$ cat config.mk
export PLATFORM = sky130hd
export DESIGN_NAME = npc_mem_arbiter
export DESIGN_NICKNAME = d
export VERILOG_FILES = /design/src/rtl/npc_defs.sv /design/src/rtl/npc_arb_prio.sv /design/src/rtl/npc_mem_arbiter.sv
export SDC_FILE = /design/constraint.sdc
export NUM_CORES = 1
export LEC_CHECK = 0
export ABC_AREA = 1
export CORE_AREA = 3 3 172 174
export DETAILED_ROUTE_END_ITERATION = 7
export DIE_AREA = 0 0 175 177
export DONT_BUFFER_PORTS = 1
export PLACE_DENSITY = 0.36
export SETUP_SLACK_MARGIN = 0.2
export SLEW_MARGIN = 40
export SYNTH_ARGS = -nofsm -noshare
export SYNTH_HDL_FRONTEND = slang
export SYNTH_SLANG_ARGS = --single-unit
$ cat constraint.sdc
create_clock -name clk -period 1.6 [get_ports clk]
set_clock_uncertainty 0.1 [all_clocks]
set_input_delay 0.48 -clock clk [delete_from_list [all_inputs] [get_ports clk]]
set_output_delay 0.48 -clock clk [all_outputs]
set_load 0.01 [all_outputs]
$ cat src/rtl/npc_defs.sv
// Shared definitions for the NPC memory arbiter: default widths and the
// state / owner enumerations used by the arbiter and its bench.
package npc_defs;

  localparam int ADDR_WIDTH = 32;
  localparam int DATA_WIDTH = 64;

  // Arbiter transaction phases.
  typedef enum logic [1:0] {
    IDLE  = 2'd0,
    ISSUE = 2'd1,
    WAIT  = 2'd2
  } arb_state_e;

  // Which requester owns the transaction currently in flight.
  typedef enum logic {
    OWN_IFU = 1'b0,
    OWN_LSU = 1'b1
  } arb_owner_e;

endpackage

$ cat src/rtl/npc_arb_prio.sv
// Priority select between fetch (IFU) and load/store (LSU) requests.
// LSU normally wins; once the LSU has been granted STARVE_LIMIT times in a
// row while a fetch was waiting, the fetch is forced through so instruction
// fetch always makes progress.
module npc_arb_prio #(
  parameter int STARVE_LIMIT = 4,
  parameter int CNT_W        = $clog2(STARVE_LIMIT + 1)
) (
  input  logic             clk,
  input  logic             rst_n,
  input  logic             ifu_valid_i,
  input  logic             lsu_valid_i,
  // High on cycles where the winner is actually accepted (arbiter idle).
  input  logic             grant_en_i,
  output logic             grant_ifu_o,
  output logic             grant_lsu_o,
  output logic [CNT_W-1:0] starve_cnt_o
);

  localparam logic [CNT_W-1:0] LIMIT = CNT_W'(STARVE_LIMIT);

  logic [CNT_W-1:0] r_starve_cnt;
  logic             w_starved;

  // Winner select: LSU first unless fetch has waited out the starvation limit.
  always_comb begin
    w_starved   = (r_starve_cnt == LIMIT);
    grant_ifu_o = ifu_valid_i && (!lsu_valid_i || w_starved);
    grant_lsu_o = lsu_valid_i && !grant_ifu_o;
  end

  // Starvation counter: counts LSU grants that bypassed a waiting fetch,
  // saturates at the limit, and clears whenever the fetch is granted.
  always_ff @(posedge clk or negedge rst_n) begin
    if (!rst_n) begin
      r_starve_cnt <= '0;
    end else if (grant_en_i && grant_ifu_o) begin
      r_starve_cnt <= '0;
    end else if (grant_en_i && grant_lsu_o && ifu_valid_i && !w_starved) begin
      r_starve_cnt <= r_starve_cnt + CNT_W'(1);
    end
  end

  assign starve_cnt_o = r_starve_cnt;

endmodule

$ cat src/rtl/npc_mem_arbiter.sv
// Shares a single memory port between instruction fetch (IFU) and
// load/store (LSU). One transaction is in flight at a time; the request is
// latched on acceptance, presented to memory until accepted, and the memory
// response is steered back to the requester that owns the transaction.
//
// Handshake semantics (all request channels): a transfer happens on a rising
// clock edge where valid and ready are both 1. Ready may depend
// combinationally on valid. A requester may withdraw valid before ready is
// seen; nothing is captured in that case. Response valids are single-cycle
// pulses with no back-pressure.
module npc_mem_arbiter #(
  parameter int ADDR_WIDTH   = npc_defs::ADDR_WIDTH,
  parameter int DATA_WIDTH   = npc_defs::DATA_WIDTH,
  parameter int STARVE_LIMIT = 4,
  parameter int CNT_W        = $clog2(STARVE_LIMIT + 1)
) (
  input  logic                    clk,
  input  logic                    rst_n,
  // Instruction fetch side
  input  logic                    ifu_req_valid_i,
  output logic                    ifu_req_ready_o,
  input  logic [ADDR_WIDTH-1:0]   ifu_addr_i,
  output logic                    ifu_rsp_valid_o,
  output logic [DATA_WIDTH-1:0]   ifu_rsp_data_o,
  // Load/store side
  input  logic                    lsu_req_valid_i,
  output logic                    lsu_req_ready_o,
  input  logic [ADDR_WIDTH-1:0]   lsu_addr_i,
  input  logic                    lsu_wen_i,
  input  logic [DATA_WIDTH-1:0]   lsu_wdata_i,
  input  logic [DATA_WIDTH/8-1:0] lsu_wmask_i,
  output logic                    lsu_rsp_valid_o,
  output logic [DATA_WIDTH-1:0]   lsu_rsp_data_o,
  // Memory side
  output logic                    mem_req_valid_o,
  input  logic                    mem_req_ready_i,
  output logic [ADDR_WIDTH-1:0]   mem_addr_o,
  output logic                    mem_wen_o,
  output logic [DATA_WIDTH-1:0]   mem_wdata_o,
  output logic [DATA_WIDTH/8-1:0] mem_wmask_o,
  input  logic                    mem_rsp_valid_i,
  input  logic [DATA_WIDTH-1:0]   mem_rsp_data_i,
  // Debug visibility of the FSM and starvation counter
  output logic [1:0]              dbg_state_o,
  output logic [CNT_W-1:0]        dbg_starve_cnt_o
);

  import npc_defs::*;

  arb_state_e              r_state;
  arb_state_e              w_state_nxt;
  arb_owner_e              r_owner;
  logic [ADDR_WIDTH-1:0]   r_addr;
  logic                    r_wen;
  logic [DATA_WIDTH-1:0]   r_wdata;
  logic [DATA_WIDTH/8-1:0] r_wmask;

  logic                    w_idle;
  logic                    w_grant_ifu;
  logic                    w_grant_lsu;
  logic                    w_accept;
  logic [CNT_W-1:0]        w_starve_cnt;

  // Requests are only accepted while idle; that is also when the starvation
  // counter is allowed to move.
  assign w_idle   = (r_state == IDLE);
  assign w_accept = w_idle && (w_grant_ifu || w_grant_lsu);

  npc_arb_prio #(
    .STARVE_LIMIT (STARVE_LIMIT),
    .CNT_W        (CNT_W)
  ) u_prio (
    .clk          (clk),
    .rst_n        (rst_n),
    .ifu_valid_i  (ifu_req_valid_i),
    .lsu_valid_i  (lsu_req_valid_i),
    .grant_en_i   (w_idle),
    .grant_ifu_o  (w_grant_ifu),
    .grant_lsu_o  (w_grant_lsu),
    .starve_cnt_o (w_starve_cnt)
  );

  // State register; reset abandons any transaction in flight.
  always_ff @(posedge clk or negedge rst_n) begin
    if (!rst_n) begin
      r_state <= IDLE;
    end else begin
      r_state <= w_state_nxt;
    end
  end

  // Next state: accept -> present to memory -> wait for its response.
  always_comb begin
    w_state_nxt = r_state;
    case (r_state)
      IDLE:    if (w_accept)        w_state_nxt = ISSUE;
      ISSUE:   if (mem_req_ready_i) w_state_nxt = WAIT;
      WAIT:    if (mem_rsp_valid_i) w_state_nxt = IDLE;
      default:                      w_state_nxt = IDLE;
    endcase
  end

  // Outputs: readies only while idle, memory request only while issuing,
  // response steered to the owner only while waiting (stray responses in
  // other states are dropped).
  always_comb begin
    ifu_req_ready_o = 1'b0;
    lsu_req_ready_o = 1'b0;
    mem_req_valid_o = 1'b0;
    ifu_rsp_valid_o = 1'b0;
    lsu_rsp_valid_o = 1'b0;
    case (r_state)
      IDLE: begin
        ifu_req_ready_o = w_grant_ifu;
        lsu_req_ready_o = w_grant_lsu;
      end
      ISSUE: begin
        mem_req_valid_o = 1'b1;
      end
      WAIT: begin
        ifu_rsp_valid_o = mem_rsp_valid_i && (r_owner == OWN_IFU);
        lsu_rsp_valid_o = mem_rsp_valid_i && (r_owner == OWN_LSU);
      end
      default: begin
        mem_req_valid_o = 1'b0;
      end
    endcase
  end

  // Request latch: the winner's fields are frozen at acceptance so the memory
  // sees stable values however long it stalls. Fetches are always reads.
  always_ff @(posedge clk or negedge rst_n) begin
    if (!rst_n) begin
      r_owner <= OWN_IFU;
      r_addr  <= '0;
      r_wen   <= 1'b0;
      r_wdata <= '0;
      r_wmask <= '0;
    end else if (w_accept) begin
      if (w_grant_lsu) begin
        r_owner <= OWN_LSU;
        r_addr  <= lsu_addr_i;
        r_wen   <= lsu_wen_i;
        r_wdata <= lsu_wdata_i;
        r_wmask <= lsu_wmask_i;
      end else begin
        r_owner <= OWN_IFU;
        r_addr  <= ifu_addr_i;
        r_wen   <= 1'b0;
        r_wdata <= '0;
        r_wmask <= '0;
      end
    end
  end

  assign mem_addr_o       = r_addr;
  assign mem_wen_o        = r_wen;
  assign mem_wdata_o      = r_wdata;
  assign mem_wmask_o      = r_wmask;

  // Read data passes straight through; the valid pulses say who may use it.
  assign ifu_rsp_data_o   = mem_rsp_data_i;
  assign lsu_rsp_data_o   = mem_rsp_data_i;

  assign dbg_state_o      = r_state;
  assign dbg_starve_cnt_o = w_starve_cnt;

endmodule

==> results of run 1 <==
-- worst paths after layout --
check | end | slack (ns) | cells after the start
min in group clk | dbg_state_o[0] | 0.12 | 1
min reg2reg | mem_wdata_o[50] | 0.45 | 2
max reg2reg | mem_addr_o[12] | -0.12 | 10
max in group asynchronous | mem_wdata_o[5] | 1.45 | 0
max | lsu_req_ready_o | -0.30 | 5
min | mem_addr_o[15] | -0.28 | 0
-- layer usage --
metal / track usage (%) / up-vias / share of wire, %
li1: - / 1941 / -
met1: 13.0 / 1974 / 39
met2: 18.6 / 197 / 49
met3: 3.75 / 70 / 7.6
met4: 5.85 / 0 / 4.1
met5: 0 / - / 0
-- per-stage QoR --
step | hold slack (ns) | setup TNS, ns | instances | utilization (%)
after global placement | 0.0872 | -0.0516 | 993 | 19.7
after CTS | -0.314 | -2.97 | 1020 | 22.5
after detailed placement | 0.0874 | -0.638 | 993 | 19.7
after floorplan | 0.0844 | -0.130 | 752 | -
final | -0.285 | -4.35 | 1039 | 24.7
after global routing | -0.323 | -11.59 | 1039 | 24.7
-- worst reg2reg max path: cells and delay by family, from the launching register on --
kind | cells | cell delay [ns]
AO/OA/AOI/OAI | 1 | 0.18
adder cells (fa/ha/maj) | 1 | 0.14
buffers and inverters | 4 | 0.55
flip-flops | 1 | 0.39
AND/OR/NAND/NOR | 4 | 0.24
-- cell type report --
type	count	area [um^2]	share of cell area, %
clock inverter	6	52.6	0.761
inverter	71	289	4.19
clock buffer	9	225	3.26
multi-input combinational	409	2160	31.3
tap	378	473	6.85
sequential	111	2790	40.4
timing repair buffer	55	910	13.2
-- Yosys cell counts (all sizes together) --
library cell / count / area share [%]
nand2: 325 / 21
buf: 158 / 20
dfrtp: 111 / 47
inv: 71 / 4.5
nand3: 69 / 5.9
o21ai: 5 / 0.49
nor2: 4 / 0.26
clkbuf: 3 / 0.19
ha: 2 / 0.43
nand4: 1 / 0.11
nor3b: 1 / 0.13
o31ai: 1 / 0.13
xnor2: 1 / 0.15
-- state kept, by name, summed over array words and instances, names as in the netlist --
name                 cells
mem_addr_o              32
r_owner                  1
mem_wmask_o              8
u_prio.starve_cnt_o      3
mem_wen_o                1
mem_wdata_o             64
dbg_state_o              2
-- timing repair --
| action | CTS | global route |
|---|---|---|
| pin swaps | 48 | 26 |
| endpoints found under the hold margin | 111 | 111 |
| gates cloned | 5 | 12 |
| setup endpoints to repair | 140 | 187 |
| gates resized for setup | 98 | 72 |
| setup buffers | 7 | 7 |
-- cells by family after synthesis --
| family | count (synthesis) | synth area share, % |
|---|---|---|
| AND/OR/NAND/NOR | 400 | 27.1 |
| flip-flops | 111 | 47.2 |
| XOR/XNOR | 1 | 0.149 |
| adder cells (fa/ha/maj) | 2 | 0.425 |
| AO/OA/AOI/OAI | 6 | 0.617 |
| buffers and inverters | 232 | 24.5 |
-- power breakdown --
part	switching, uW	internal [uW]
registers	1670	4130
clock network	1170	1080
logic	2660	2520
==> flow_summary_export.csv, run 1 <==
group,metric,value,unit
worst_hold_path,hold_class,"in2async",
clock_tree,cts_root_buf,"clkbuf_16",
timing,hold_violations,111,
pwr,p_per_area,1920,mW/mm^2
placed_design,place_ws,-0.0369,ns
critical_path,critPathKind,"reg2out",
routing,vias,4182,
layout,antennaDiodeCount,0,
run_status,violations,"negative hold slack, negative setup slack",
routing,wirelength,19700,um
timing,fin_crit_sh,119,%
critical_path,cp_cell_sequence,"inv_2 -> ha_4 -> nand2_4 -> o21ai_4 -> nor2_4",
floorplanning,dieHeight,177,um
critical_path,cp.arrival,1.32,ns
pwr,total_power,13200,uW
floorplanning,initial_core_util,21.1,%
timing,finalSetupViolCount,82,
floorplanning,die_area,0.0310,mm^2
critical_path,crit_fanout,3,
critical_path,critPathRequiredTime,1.02,ns
layout,layout_common_cells,"266 x nand2_1, 100 x dfrtp_1, 65 x inv_1",
layout,final_common_cell,"nand2_1",
yosys,ys_warn_count,0,
clock_tree,cts_tree,"done",
yosys,avgSynthCellArea,7.82,um^2
timing,min_period,1.90,ns
routing,via_per_inst,4.03,
critical_path,cp_slowest_cell,"dfrtp_1",
yosys,ys_seq_area_share,47.2,%
global_routing,grtUsageTotal,11.3,%
layout,layout-drive-gt1-share,26.8,%
timing,worst_hold_slack,-0.285,ns
timing,relSlewSlack,82.2,%
clock_tree,clkTransAtPathRegs,0.08,ns
clock_tree,cts_inserted_buffers,9,
critical_path,setup.worst_path.start,"u_prio.starve_cnt_o[0]",
yosys,synth_area,0.00588,mm^2
placed_design,gp_congestion,0.705,
pwr,cellLeakagePower,0.00366,uW
layout,stdcell_area,0.00690,mm^2
critical_path,cp_slowest_stage_delay,0.39,ns
placed_design,port_buffers,0,
run_status,outcome,"finished, violations left",
clock_tree,clock_latency,0.35,ns
global_routing,antenna_found_initial,0,
global_routing,grt_max_degree,112,
floorplanning,core,0.0279,mm^2
critical_path,cp-end-kind,"output port",
layout,fillers,3096,
floorplanning,io_pins,450,
timing,worst_pin_slew,0.268,ns
yosys,yosysUniqueCellTypes,18,
global_routing,gr-total-overflow,0,
timing,slew_viol_final,0,
clock_tree,h-tree-depth,3,
clock_tree,cts_buffer_depth,2,
routing,wl_per_cell,18.9,um
job,maxCapViolCount,0,
routing,firstDrtPassIters,6,
timing,rsz0062_at_grt,"yes",
routing,dr.first_iter.drc_count,166,
global_routing,grt_pass1_wl,26400,um
critical_path,path_delay_family,"flip-flops",
clock_tree,cts_sinks,111,
timing,maxClockFrequency,0.525,GHz
floorplanning,die_w,175,um
timing,setup_ws,-0.304,ns
critical_path,critPathBufInv,1,
routing,ant_nets,0,
routing,drc,0,
critical_path,r2r-start,"u_prio.starve_cnt_o[0]",
layout,num-nets-final,866,
global_routing,grt_pass1_vias,4239,
floorplanning,row_count,61,
pwr,ir_drop,0.574,mV
critical_path,startpoint_type,"flop",
layout,area_growth,17.3,%
yosys,synth-seq-cells,111,
placed_design,dp_hpwl,12100,um
yosys,synthesis.nets,961,
yosys,syn_inst,752,
placed_design,placed_area,0.00550,mm^2
Note: power is estimated with default switching activity, not from simulation.
==> run 2: changes to the inputs <==
Settings changed: SETUP_SLACK_MARGIN 0.2 to 0.5.
==> run 2 against run 1 <==
The flow still finishes with violations (negative hold slack, negative setup slack); critical path depth did not move; sequential share of layout area rose by 3.9 points; fmax rose by 1.2%; worst hold slack got worse by 0.0059 ns; worst setup slack improved by 0.022 ns; clock power rose by 14%; wire length fell by 14%; largest cell class unchanged; final area fell by 9.2%; global-route usage fell by 0.55 points.
==> flow_summary_export.csv, run 2 (synthesis results as in run 1) <==
group,metric,value,unit
floorplanning,die_w,175,um
run_status,violations,"negative hold slack, negative setup slack",
placed_design,dp_hpwl,11700,um
layout,final_common_cell,"nand2_1",
placed_design,place_ws,-0.0421,ns
pwr,p_int,7010,uW
pwr,ir_drop,0.523,mV
clock_tree,cts_tree,"done",
clock_tree,clock_latency,0.35,ns
layout,layout_common_cells,"286 x nand2_1, 109 x dfrtp_1, 67 x nand3_1",
routing,dr.first_iter.drc_count,135,
critical_path,cp_cell_sequence,"inv_2 -> ha_4 -> nand2_4 -> o21ai_4 -> nor2_4",
critical_path,cp-end-kind,"output port",
placed_design,port_buffers,0,
global_routing,grt_pass1_vias,4204,
routing,drc,0,
pwr,combPwrFrac,30.6,%
routing,vias,4003,
critical_path,r2r-start,"u_prio.starve_cnt_o[0]",
floorplanning,row_count,61,
timing,setup_ws,-0.282,ns
clock_tree,clkTransAtPathRegs,0.08,ns
critical_path,setup.worst_path.start,"u_prio.starve_cnt_o[0]",
layout,fillers,3124,
timing,worst_hold_slack,-0.291,ns
floorplanning,core,0.0279,mm^2
pwr,switching_power,4930,uW
clock_tree,cts_buffer_depth,2,
critical_path,startpoint_type,"flop",
placed_design,dp_cells,990,
floorplanning,initial_core_util,21.1,%
critical_path,path_delay_family,"flip-flops",
timing,min_period,1.88,ns
layout,largest_register_ffs,64,
critical_path,critPathRequiredTime,1.02,ns
floorplanning,io_pins,450,
placed_design,gp_congestion,0.673,
clock_tree,cts_inserted_buffers,9,
critical_path,cp.arrival,1.30,ns
timing,fin_crit_sh,118,%
floorplanning,dieHeight,177,um
layout,num-nets-final,846,
timing,worst_pin_slew,0.347,ns
global_routing,grt_max_degree,112,
timing,final.setup.tns,-6.67,ns
routing,wirelength,17000,um
pwr,pwr-share-clk,21.5,%
routing,via_per_inst,3.92,
global_routing,grt_pass1_wl,25400,um
floorplanning,die_area,0.0310,mm^2
critical_path,critPathBufInv,1,
routing,ant_nets,0,
pwr,p_per_area,1910,mW/mm^2
pwr,switching_share,41.3,%
timing,slew_viol_final,0,
layout,layout-drive-gt1-share,17.3,%
critical_path,cp_slowest_stage_delay,0.37,ns
clock_tree,h-tree-depth,3,
worst_hold_path,hold_class,"in2async",
timing,hold_violations,111,
timing,finalSetupViolCount,39,
run_status,outcome,"finished, violations left",
routing,wl_per_cell,16.6,um
layout,area_growth,6.49,%
layout,stdcell_count,1020,
clock_tree,cts_sinks,111,
critical_path,critPathKind,"reg2out",
pwr,cellLeakagePower,0.00338,uW
routing,firstDrtPassIters,4,
global_routing,grtUsageTotal,10.7,%
critical_path,cp_slowest_cell,"dfrtp_1",
job,maxCapViolCount,0,
timing,rsz0062_at_grt,"yes",
timing,relSlewSlack,76.9,%
clock_tree,cts_root_buf,"clkbuf_16",
timing,maxClockFrequency,0.531,GHz
global_routing,gr-total-overflow,0,
layout,antennaDiodeCount,0,
critical_path,crit_fanout,4,
global_routing,antenna_found_initial,0,
pwr,seq_power_share,47.9,%
## run 2: cell count changes in the layout (fill, tap and decap cells not counted), sizes merged
cell / before / now
inv: 73 / 74
clkinv: 3 / 2
buf: 44 / 34
clkinvlp: 1 / 0
bufinv: 0 / 2
clkbuf: 19 / 9
## run 2: power groups by stage
stage | clock network, uW | logic (uW) | registers, uW
6_report | 2570 | 3660 | 5720
4_1_cts | 2750 | 3670 | 5780
5_1_grt | 2820 | 4230 | 5880
3_3_place_gp | 0 | 3180 | 5830
3_5_place_dp | 0 | 3240 | 5770
2_1_floorplan | 0 | 2830 | 5440
## run 2: per-stage QoR
stage	total power [uW]	cell area, um^2	util, %
finish	11900	6270	22.4
global route	12900	6270	22.4
CTS	12200	6200	22.2
detailed placement	9010	5460	19.6
global placement	9010	5460	19.6
floorplan	8270	6460	-
## run 2: area by class of cell
type / instances / area [um^2] / area share, %
tap: 378 / 473 / 7.55
multi-input combinational: 409 / 1920 / 30.6
timing repair buffer: 35 / 494 / 7.89
sequential: 111 / 2780 / 44.4
clock inverter: 7 / 103 / 1.64
inverter: 71 / 272 / 4.33
clock buffer: 9 / 225 / 3.59
## run 2: metal layers
metal / share of wire, % / track usage (%) / vias up
met3: 9.1 / 4.05 / 64
met5: 0 / 0 / -
met4: 4.5 / 6.08 / 0
met1: 38 / 11.8 / 1845
met2: 48 / 17.7 / 201
li1: - / - / 1893
## run 2: path summary, 6_finish.rpt
kind                                         to  depth (start not counted)  slack, ns
worst max-delay path            lsu_req_ready_o                          5      -0.28
worst min-delay path             mem_addr_o[14]                          0      -0.29
worst max register to register    mem_addr_o[1]                         11      -0.22
worst min register to register  mem_wdata_o[29]                          2       0.45
max in group asynchronous       mem_wdata_o[55]                          0       1.53
min in group clk                 dbg_state_o[1]                          1       0.11
## run 2: worst reg2reg max path, stage by stage, from the launching register on
cell,delay (ns)
dfrtp_1,0.40
inv_2,0.08
ha_4,0.13
nand2_4,0.06
o21ai_4,0.16
buf_4,0.13
buf_6,0.09
buf_12,0.12
bufbuf_16,0.26
nand2_1,0.04
nand3_1,0.09
nand2_1,0.05
## run 2: timing repair
action,CTS,global route
setup endpoints to repair,226,226
buffers inserted,9,1
endpoints found under the hold margin,111,111
cloned,4,0
pin swaps,28,5
gates resized for setup,64,18
